`config.mk`:
```
export PLATFORM = sky130hd
export DESIGN_NAME = mul_div_seq_flat
export DESIGN_NICKNAME = d
export VERILOG_FILES = /design/src/rtl/mul_div_seq_if.sv /design/src/rtl/mul_div_seq.sv /design/src/flat_wrapper.sv
export SDC_FILE = /design/constraint.sdc
export NUM_CORES = 1
export LEC_CHECK = 0
export ABC_AREA = 1
export CAP_MARGIN = 20
export CORE_ASPECT_RATIO = 1.25
export CORE_UTILIZATION = 50
export DETAILED_ROUTE_END_ITERATION = 16
export GPL_TIMING_DRIVEN = 0
export PLACE_DENSITY = 0.72
export SLEW_MARGIN = 20
export SYNTH_ARGS = -nofsm -noshare
export SYNTH_HDL_FRONTEND = slang
export SYNTH_SLANG_ARGS = --single-unit
```
`constraint.sdc`:
```
create_clock -name clk -period 6.2 [get_ports clk]
set_clock_uncertainty 0.1 [all_clocks]
set_input_delay 0.62 -clock clk [delete_from_list [all_inputs] [get_ports clk]]
set_output_delay 0.62 -clock clk [all_outputs]
set_load 0.05 [all_outputs]
```
`src/rtl/mul_div_seq_if.sv`:
```
// Start/busy/done handshake and operand/result bus of the iterative multiply/divide unit.
interface mul_div_seq_if #(
    parameter int unsigned WIDTH = 32
);
    logic [WIDTH-1:0] opA;
    logic [WIDTH-1:0] opB;
    logic [1:0]       op;
    logic             start;
    logic             busy;
    logic             done;
    logic [WIDTH-1:0] hi;
    logic [WIDTH-1:0] lo;

    modport master (output opA, opB, op, start, input busy, done, hi, lo);
    modport slave  (input opA, opB, op, start, output busy, done, hi, lo);
endinterface

```
`src/rtl/mul_div_seq.sv`:
```
// Iterative MULTU/MULT/DIVU/DIV unit: radix-2 shift-add multiply and restoring divide on
// operand magnitudes, sign fix-up at the end, results held in HI/LO until the next completion.
module mul_div_seq #(
    parameter int unsigned WIDTH = 32
) (
    input  logic         clk,
    input  logic         reset,
    mul_div_seq_if.slave bus
);
    localparam int unsigned CW = $clog2(WIDTH + 1);

    localparam logic [1:0] S_IDLE = 2'd0;
    localparam logic [1:0] S_ITER = 2'd1;
    localparam logic [1:0] S_FIX  = 2'd2;

    logic [1:0]         state_q,  state_d;
    logic [CW-1:0]      cnt_q,    cnt_d;
    logic               div_q,    div_d;
    logic               neg_lo_q, neg_lo_d;
    logic               neg_hi_q, neg_hi_d;
    logic [WIDTH-1:0]   mag_q,    mag_d;
    logic [2*WIDTH-1:0] acc_q,    acc_d;
    logic [WIDTH-1:0]   rem_q,    rem_d;
    logic               busy_q,   busy_d;
    logic               done_q,   done_d;
    logic [WIDTH-1:0]   hi_q,     hi_d;
    logic [WIDTH-1:0]   lo_q,     lo_d;

    // Operand signs and magnitudes; the most-negative value maps to 2^(WIDTH-1) unsigned.
    logic             sgn_a, sgn_b;
    logic [WIDTH-1:0] abs_a, abs_b;
    assign sgn_a = bus.op[0] & bus.opA[WIDTH-1];
    assign sgn_b = bus.op[0] & bus.opB[WIDTH-1];
    assign abs_a = sgn_a ? -bus.opA : bus.opA;
    assign abs_b = sgn_b ? -bus.opB : bus.opB;

    // Multiply step: acc = {partial high, remaining multiplier bits}.
    logic [WIDTH:0]       mul_sum;
    logic [2*WIDTH-1:0]   mul_acc;
    assign mul_sum = {1'b0, acc_q[2*WIDTH-1:WIDTH]} + (acc_q[0] ? {1'b0, mag_q} : '0);
    assign mul_acc = {mul_sum, acc_q[WIDTH-1:1]};

    // Divide step: dividend shifts out of acc MSB-first, quotient bits shift in at the LSB.
    logic [WIDTH:0]       r_shift, div_diff;
    logic                 div_ge;
    logic [WIDTH-1:0]     div_rem;
    logic [2*WIDTH-1:0]   div_acc;
    assign r_shift  = {rem_q, acc_q[WIDTH-1]};
    assign div_diff = r_shift - {1'b0, mag_q};
    assign div_ge   = ~div_diff[WIDTH];
    assign div_rem  = div_ge ? div_diff[WIDTH-1:0] : r_shift[WIDTH-1:0];
    assign div_acc  = {acc_q[2*WIDTH-2:0], div_ge};

    always_comb begin
        state_d  = state_q;
        cnt_d    = cnt_q;
        div_d    = div_q;
        neg_lo_d = neg_lo_q;
        neg_hi_d = neg_hi_q;
        mag_d    = mag_q;
        acc_d    = acc_q;
        rem_d    = rem_q;
        busy_d   = busy_q;
        done_d   = 1'b0;
        hi_d     = hi_q;
        lo_d     = lo_q;
        case (state_q)
            S_IDLE: begin
                if (bus.start) begin
                    state_d  = S_ITER;
                    cnt_d    = CW'(WIDTH);
                    div_d    = bus.op[1];
                    neg_lo_d = sgn_a ^ sgn_b;
                    neg_hi_d = bus.op[1] ? sgn_a : (sgn_a ^ sgn_b);
                    mag_d    = bus.op[1] ? abs_b : abs_a;
                    acc_d    = {{WIDTH{1'b0}}, (bus.op[1] ? abs_a : abs_b)};
                    rem_d    = '0;
                    busy_d   = 1'b1;
                end
            end
            S_ITER: begin
                cnt_d = cnt_q - CW'(1);
                if (div_q) begin
                    acc_d = div_acc;
                    rem_d = div_rem;
                end else begin
                    acc_d = mul_acc;
                end
                if (cnt_q == CW'(1)) begin
                    state_d = S_FIX;
                end
            end
            S_FIX: begin
                state_d = S_IDLE;
                busy_d  = 1'b0;
                done_d  = 1'b1;
                if (div_q) begin
                    lo_d = neg_lo_q ? -acc_q[WIDTH-1:0] : acc_q[WIDTH-1:0];
                    hi_d = neg_hi_q ? -rem_q : rem_q;
                end else begin
                    {hi_d, lo_d} = neg_lo_q ? -acc_q : acc_q;
                end
            end
            default: state_d = S_IDLE;
        endcase
    end

    always_ff @(posedge clk or posedge reset) begin
        if (reset) begin
            state_q  <= S_IDLE;
            cnt_q    <= '0;
            div_q    <= 1'b0;
            neg_lo_q <= 1'b0;
            neg_hi_q <= 1'b0;
            mag_q    <= '0;
            acc_q    <= '0;
            rem_q    <= '0;
            busy_q   <= 1'b0;
            done_q   <= 1'b0;
            hi_q     <= '0;
            lo_q     <= '0;
        end else begin
            state_q  <= state_d;
            cnt_q    <= cnt_d;
            div_q    <= div_d;
            neg_lo_q <= neg_lo_d;
            neg_hi_q <= neg_hi_d;
            mag_q    <= mag_d;
            acc_q    <= acc_d;
            rem_q    <= rem_d;
            busy_q   <= busy_d;
            done_q   <= done_d;
            hi_q     <= hi_d;
            lo_q     <= lo_d;
        end
    end

    assign bus.busy = busy_q;
    assign bus.done = done_q;
    assign bus.hi   = hi_q;
    assign bus.lo   = lo_q;
endmodule

```
`src/flat_wrapper.sv`:
```
// flat-port wrapper written by rule: the top's interface ports become plain ports
module mul_div_seq_flat 
#(
    parameter int unsigned WIDTH = 32
)
  (clk, reset, bus_opA, bus_opB, bus_op, bus_start, bus_busy, bus_done, bus_hi, bus_lo);
  mul_div_seq_if #(.WIDTH(WIDTH)) bus_i ();
  input  logic clk;
  input  logic reset;
  input wire logic [$bits(bus_i.opA)-1:0] bus_opA;
  input wire logic [$bits(bus_i.opB)-1:0] bus_opB;
  input wire logic [$bits(bus_i.op)-1:0] bus_op;
  input wire logic [$bits(bus_i.start)-1:0] bus_start;
  output wire logic [$bits(bus_i.busy)-1:0] bus_busy;
  output wire logic [$bits(bus_i.done)-1:0] bus_done;
  output wire logic [$bits(bus_i.hi)-1:0] bus_hi;
  output wire logic [$bits(bus_i.lo)-1:0] bus_lo;
  assign bus_i.opA = bus_opA;
  assign bus_i.opB = bus_opB;
  assign bus_i.op = bus_op;
  assign bus_i.start = bus_start;
  assign bus_busy = bus_i.busy;
  assign bus_done = bus_i.done;
  assign bus_hi = bus_i.hi;
  assign bus_lo = bus_i.lo;
  mul_div_seq #(.WIDTH(WIDTH)) u_core (.clk(clk), .reset(reset), .bus(bus_i));
endmodule
```
==> flow_metrics.tcl <==
set metrics [dict create \
    max_cap_viol_count 0 \
    synth_area_sq_um 19400 \
    cts_tree "built" \
    crit_required_ns 6.53 \
    power_mw 2.97 \
    post_cts_hold_buffer_count 0 \
    worstSetupStartpointType "flip-flop" \
    ir_drop_v 0.000150 \
    fmax_ghz 0.269 \
    endpoint_kind "flip-flop" \
    die_area_sq_um 39500 \
    die-width_microns 178 \
    placed_cell_area_sq_um 21400 \
    hold_viol 0 \
    grt_pass1_wl_microns 121000 \
    p_comb_frac 0.086 \
    track_usage 0.405 \
    synth_area_leaders "dfrtp_1 (27%), nand2_1 (21%), inv_1 (7.8%)" \
    final_area_sq_um 22200 \
    r2r-start "u_core.acc_q[0]" \
    p_per_area_nw_per_um2 134 \
    row_count 80 \
    vias 22800 \
    synth_edf_count 0 \
    ys.flop_type "dfrtp_1" \
    synthCells 3251 \
    p_sw_uw 763 \
    drt_iter0_drc 2539 \
    port_buffers 133 \
    drt_pre_antenna_iters 8 \
    wirelength_microns 81000 \
    slowest_stage "clkbuf_1" \
    grt_pass1_vias 20800 \
    rsz0062_at_grt "no" \
    cts_buffer_depth 3 \
    globalRouteOverflowTotal 0 \
    worstMarginPinSlew_ns 1.06 \
    syn_avg_cell_area_sq_um 5.95 \
    slew_headroom 0.288 \
    drc 0 \
    ant_nets 0 \
    crit_arrival_ns 4.04 \
    clock_power_share 0.463 \
    synth_top_area_share 0.265 \
    min_period_ns 3.71 \
    area_delta_synth_final_pct 14.5 \
    p_leak_nw 11.5 \
    antenna_found_initial 1 \
    cts-root-buf "clkbuf_16" \
    cp_cell_sequence "buf_2 -> clkbuf_1 -> nand2_1 -> inv_1 -> ha_1 -> inv_1 -> fa_1 -> inv_1 -> nand2_1 -> o21ai_1 -> nand2_1 -> nand2_1 -> nand2_1 -> nand2_1 -> nand2_1 -> nand3_1 -> nand3_1 -> nand2_1 -> nand2_1" \
    worstHoldStart "u_core.bus.lo[28]" \
    synth_nets 3392 \
    cp_num_cells 19 \
    cts_inserted_buffers 23 \
    drive_gt1_frac 0.0350 \
    viasPerCell 5.81 \
    finalCritPeriodShare 0.598 \
    nNetsFinal 3556 \
    utilization 0.581 \
    ys_ff_latch 205 \
    post_cts_buffers 0 \
    max_stage_delay_ns 0.42 \
    worstHoldPathCells 2 \
    crit_type "reg2reg" \
    cts_sinks 205 \
    ys.warnings.count 0 \
    final.setup.tns_ns 0 \
    hp-class "reg2reg" \
    slew_viol_final 0 \
    routedWlPerCell_microns 20.6 \
    outcome "completed" \
    yosysTopAreaCell "dfrtp_1" \
    fp.coreArea_sq_um 38100 \
    p_sw_frac 0.257 \
    setup_viol 0 \
    die_h_microns 222 \
    synth_cell_types 44 \
    gp_congestion 1.07 \
    crit_start "u_core.acc_q[0]" \
    io_pins 135 \
    cp_num_buf_inv 5 \
    ys_async_sr_fraction 1.00 \
    seq_area_frac_synth 0.265 \
    cts_resized 0 \
    crit_top_cell "nand2_1" \
    synth_commonest_cells "nand2_1 (1080), inv_1 (403), nor2_1 (388), nand3_1 (301), dfrtp_1 (205)" \
    ctsHtreeMaxLevel 1 \
    ff2ff_path_depth 19 \
    internal-power_mw 2.20 \
    start_util 0.507 \
    cp_top_family "simple AND/OR/NAND/NOR gates" \
    seq_power_share 0.451 \
    cts.clk_slew.worst_paths_ns 0.06 \
    grt_max_degree 35 \
    clk_latency_ns 0.54 \
    dp_hpwl_microns 67600 \
    synth.most_common_cell "nand2_1" \
    critPathMaxFanout 10 \
]
-- sequential cells by signal (all words and copies together), names as in the netlist --
register,flops
u_core.neg_lo_q,1
u_core.neg_hi_q,1
u_core.mag_q,32
u_core.acc_q,64
u_core.bus.done,1
u_core.cnt_q,6
u_core.div_q,1
u_core.bus.lo,32
u_core.bus.busy,1
u_core.rem_q,32
u_core.bus.hi,32
u_core.state_q,2
-- through the flow --
step / setup slack (ns) / instances / hold WS, ns
after floorplan: 2.82 / 3251 / 0.353
after global placement: 1.16 / 3876 / 0.354
after detailed placement: 2.53 / 3882 / 0.368
after CTS: 2.53 / 3923 / 0.387
after global routing: 2.26 / 3924 / 0.398
final: 2.49 / 3924 / 0.382
-- worst register-to-register path: stages, from the launching register on --
cell and delay, ns:
dfrtp_1 0.32, buf_2 0.22, clkbuf_1 0.42, nand2_1 0.11, inv_1 0.12, ha_1 0.19, inv_1 0.08, fa_1 0.38
inv_1 0.10, nand2_1 0.08, o21ai_1 0.42, nand2_1 0.13, nand2_1 0.18, nand2_1 0.07, nand2_1 0.15, nand2_1 0.13
nand3_1 0.11, nand3_1 0.11, nand2_1 0.12, nand2_1 0.05
-- layout by cell type (no fill, tap or decap), types with 5 or more instances in the layout --
cell,netlist,layout
a21oi_1,176,176
a221oi_1,28,28
a22oi_1,12,12
a31oi_1,8,8
and2_1,7,7
buf_1,22,22
buf_12,0,5
buf_2,22,22
buf_6,6,6
clkbuf_1,55,63
clkbuf_16,0,23
clkdlybuf4s50_1,0,133
dfrtp_1,205,205
ha_1,70,70
inv_1,403,402
inv_2,7,7
nand2_1,1080,1080
nand2_2,13,13
nand3_1,301,301
nand3b_1,12,12
nand4_1,38,38
nor2_1,388,388
nor2_2,11,11
nor3_1,34,34
o211ai_1,17,17
o21ai_0,172,172
o21ai_1,7,7
o21bai_1,8,8
o221ai_1,20,20
o31ai_1,5,5
or2_2,7,7
xnor2_1,28,28
xor2_1,49,49
-- power by group through the flow --
stage / Combinational (mW) / Clock, mW / Sequential, mW
detailed placement: 0.251 / 0 / 1.36
global route: 0.275 / 1.43 / 1.34
floorplan: 0.125 / 0 / 1.36
CTS: 0.252 / 1.37 / 1.34
finish: 0.256 / 1.37 / 1.34
global placement: 0.239 / 0 / 1.36
-- worst paths after layout --
path                            slack [ns]           endpoint
worst min register to register        0.38  u_core.bus.lo[28]
worst min-delay path                  0.38  u_core.bus.lo[28]
worst max register to register        2.49   u_core.acc_q[59]
min in group asynchronous             0.46   u_core.bus.lo[9]
worst max-delay path                  2.49   u_core.acc_q[59]
max in group asynchronous             4.41   u_core.rem_q[29]
-- metal layers --
metal,track usage,wire (microns),up-vias
met2,0.659,37500,1163
met4,0.229,5290,0
met5,0,0,-
met3,0.0557,6870,247
li1,-,-,10800
met1,0.510,31300,10600
-- cell families (layout without fill, tap and decap cells) --
kind of cell    after synthesis  after routing  synth area share
simple gates               1904           1904             0.407
buf+inv                     519            699             0.104
compound gates              472            472             0.140
flops                       205            205             0.265
xor+xnor                     77             77            0.0349
fa+ha+maj                    72             72            0.0473
mux                           2              2           0.00103
other cells                   0              1                 0
-- area by class of cell --
| class | count | area [sq um] |
|---|---|---|
| Clock inverter | 6 | 65.1 |
| Inverter | 414 | 1560 |
| Sequential cell | 205 | 5130 |
| Clock buffer | 35 | 661 |
| Buffer | 105 | 467 |
| Antenna cell | 1 | 2.50 |
| Multi-Input combinational cell | 2527 | 12200 |
| Fill cell | 3848 | 16000 |
| Timing Repair Buffer | 139 | 1460 |
| Tap cell | 492 | 616 |
Note: power is estimated with default switching activity, not from simulation.
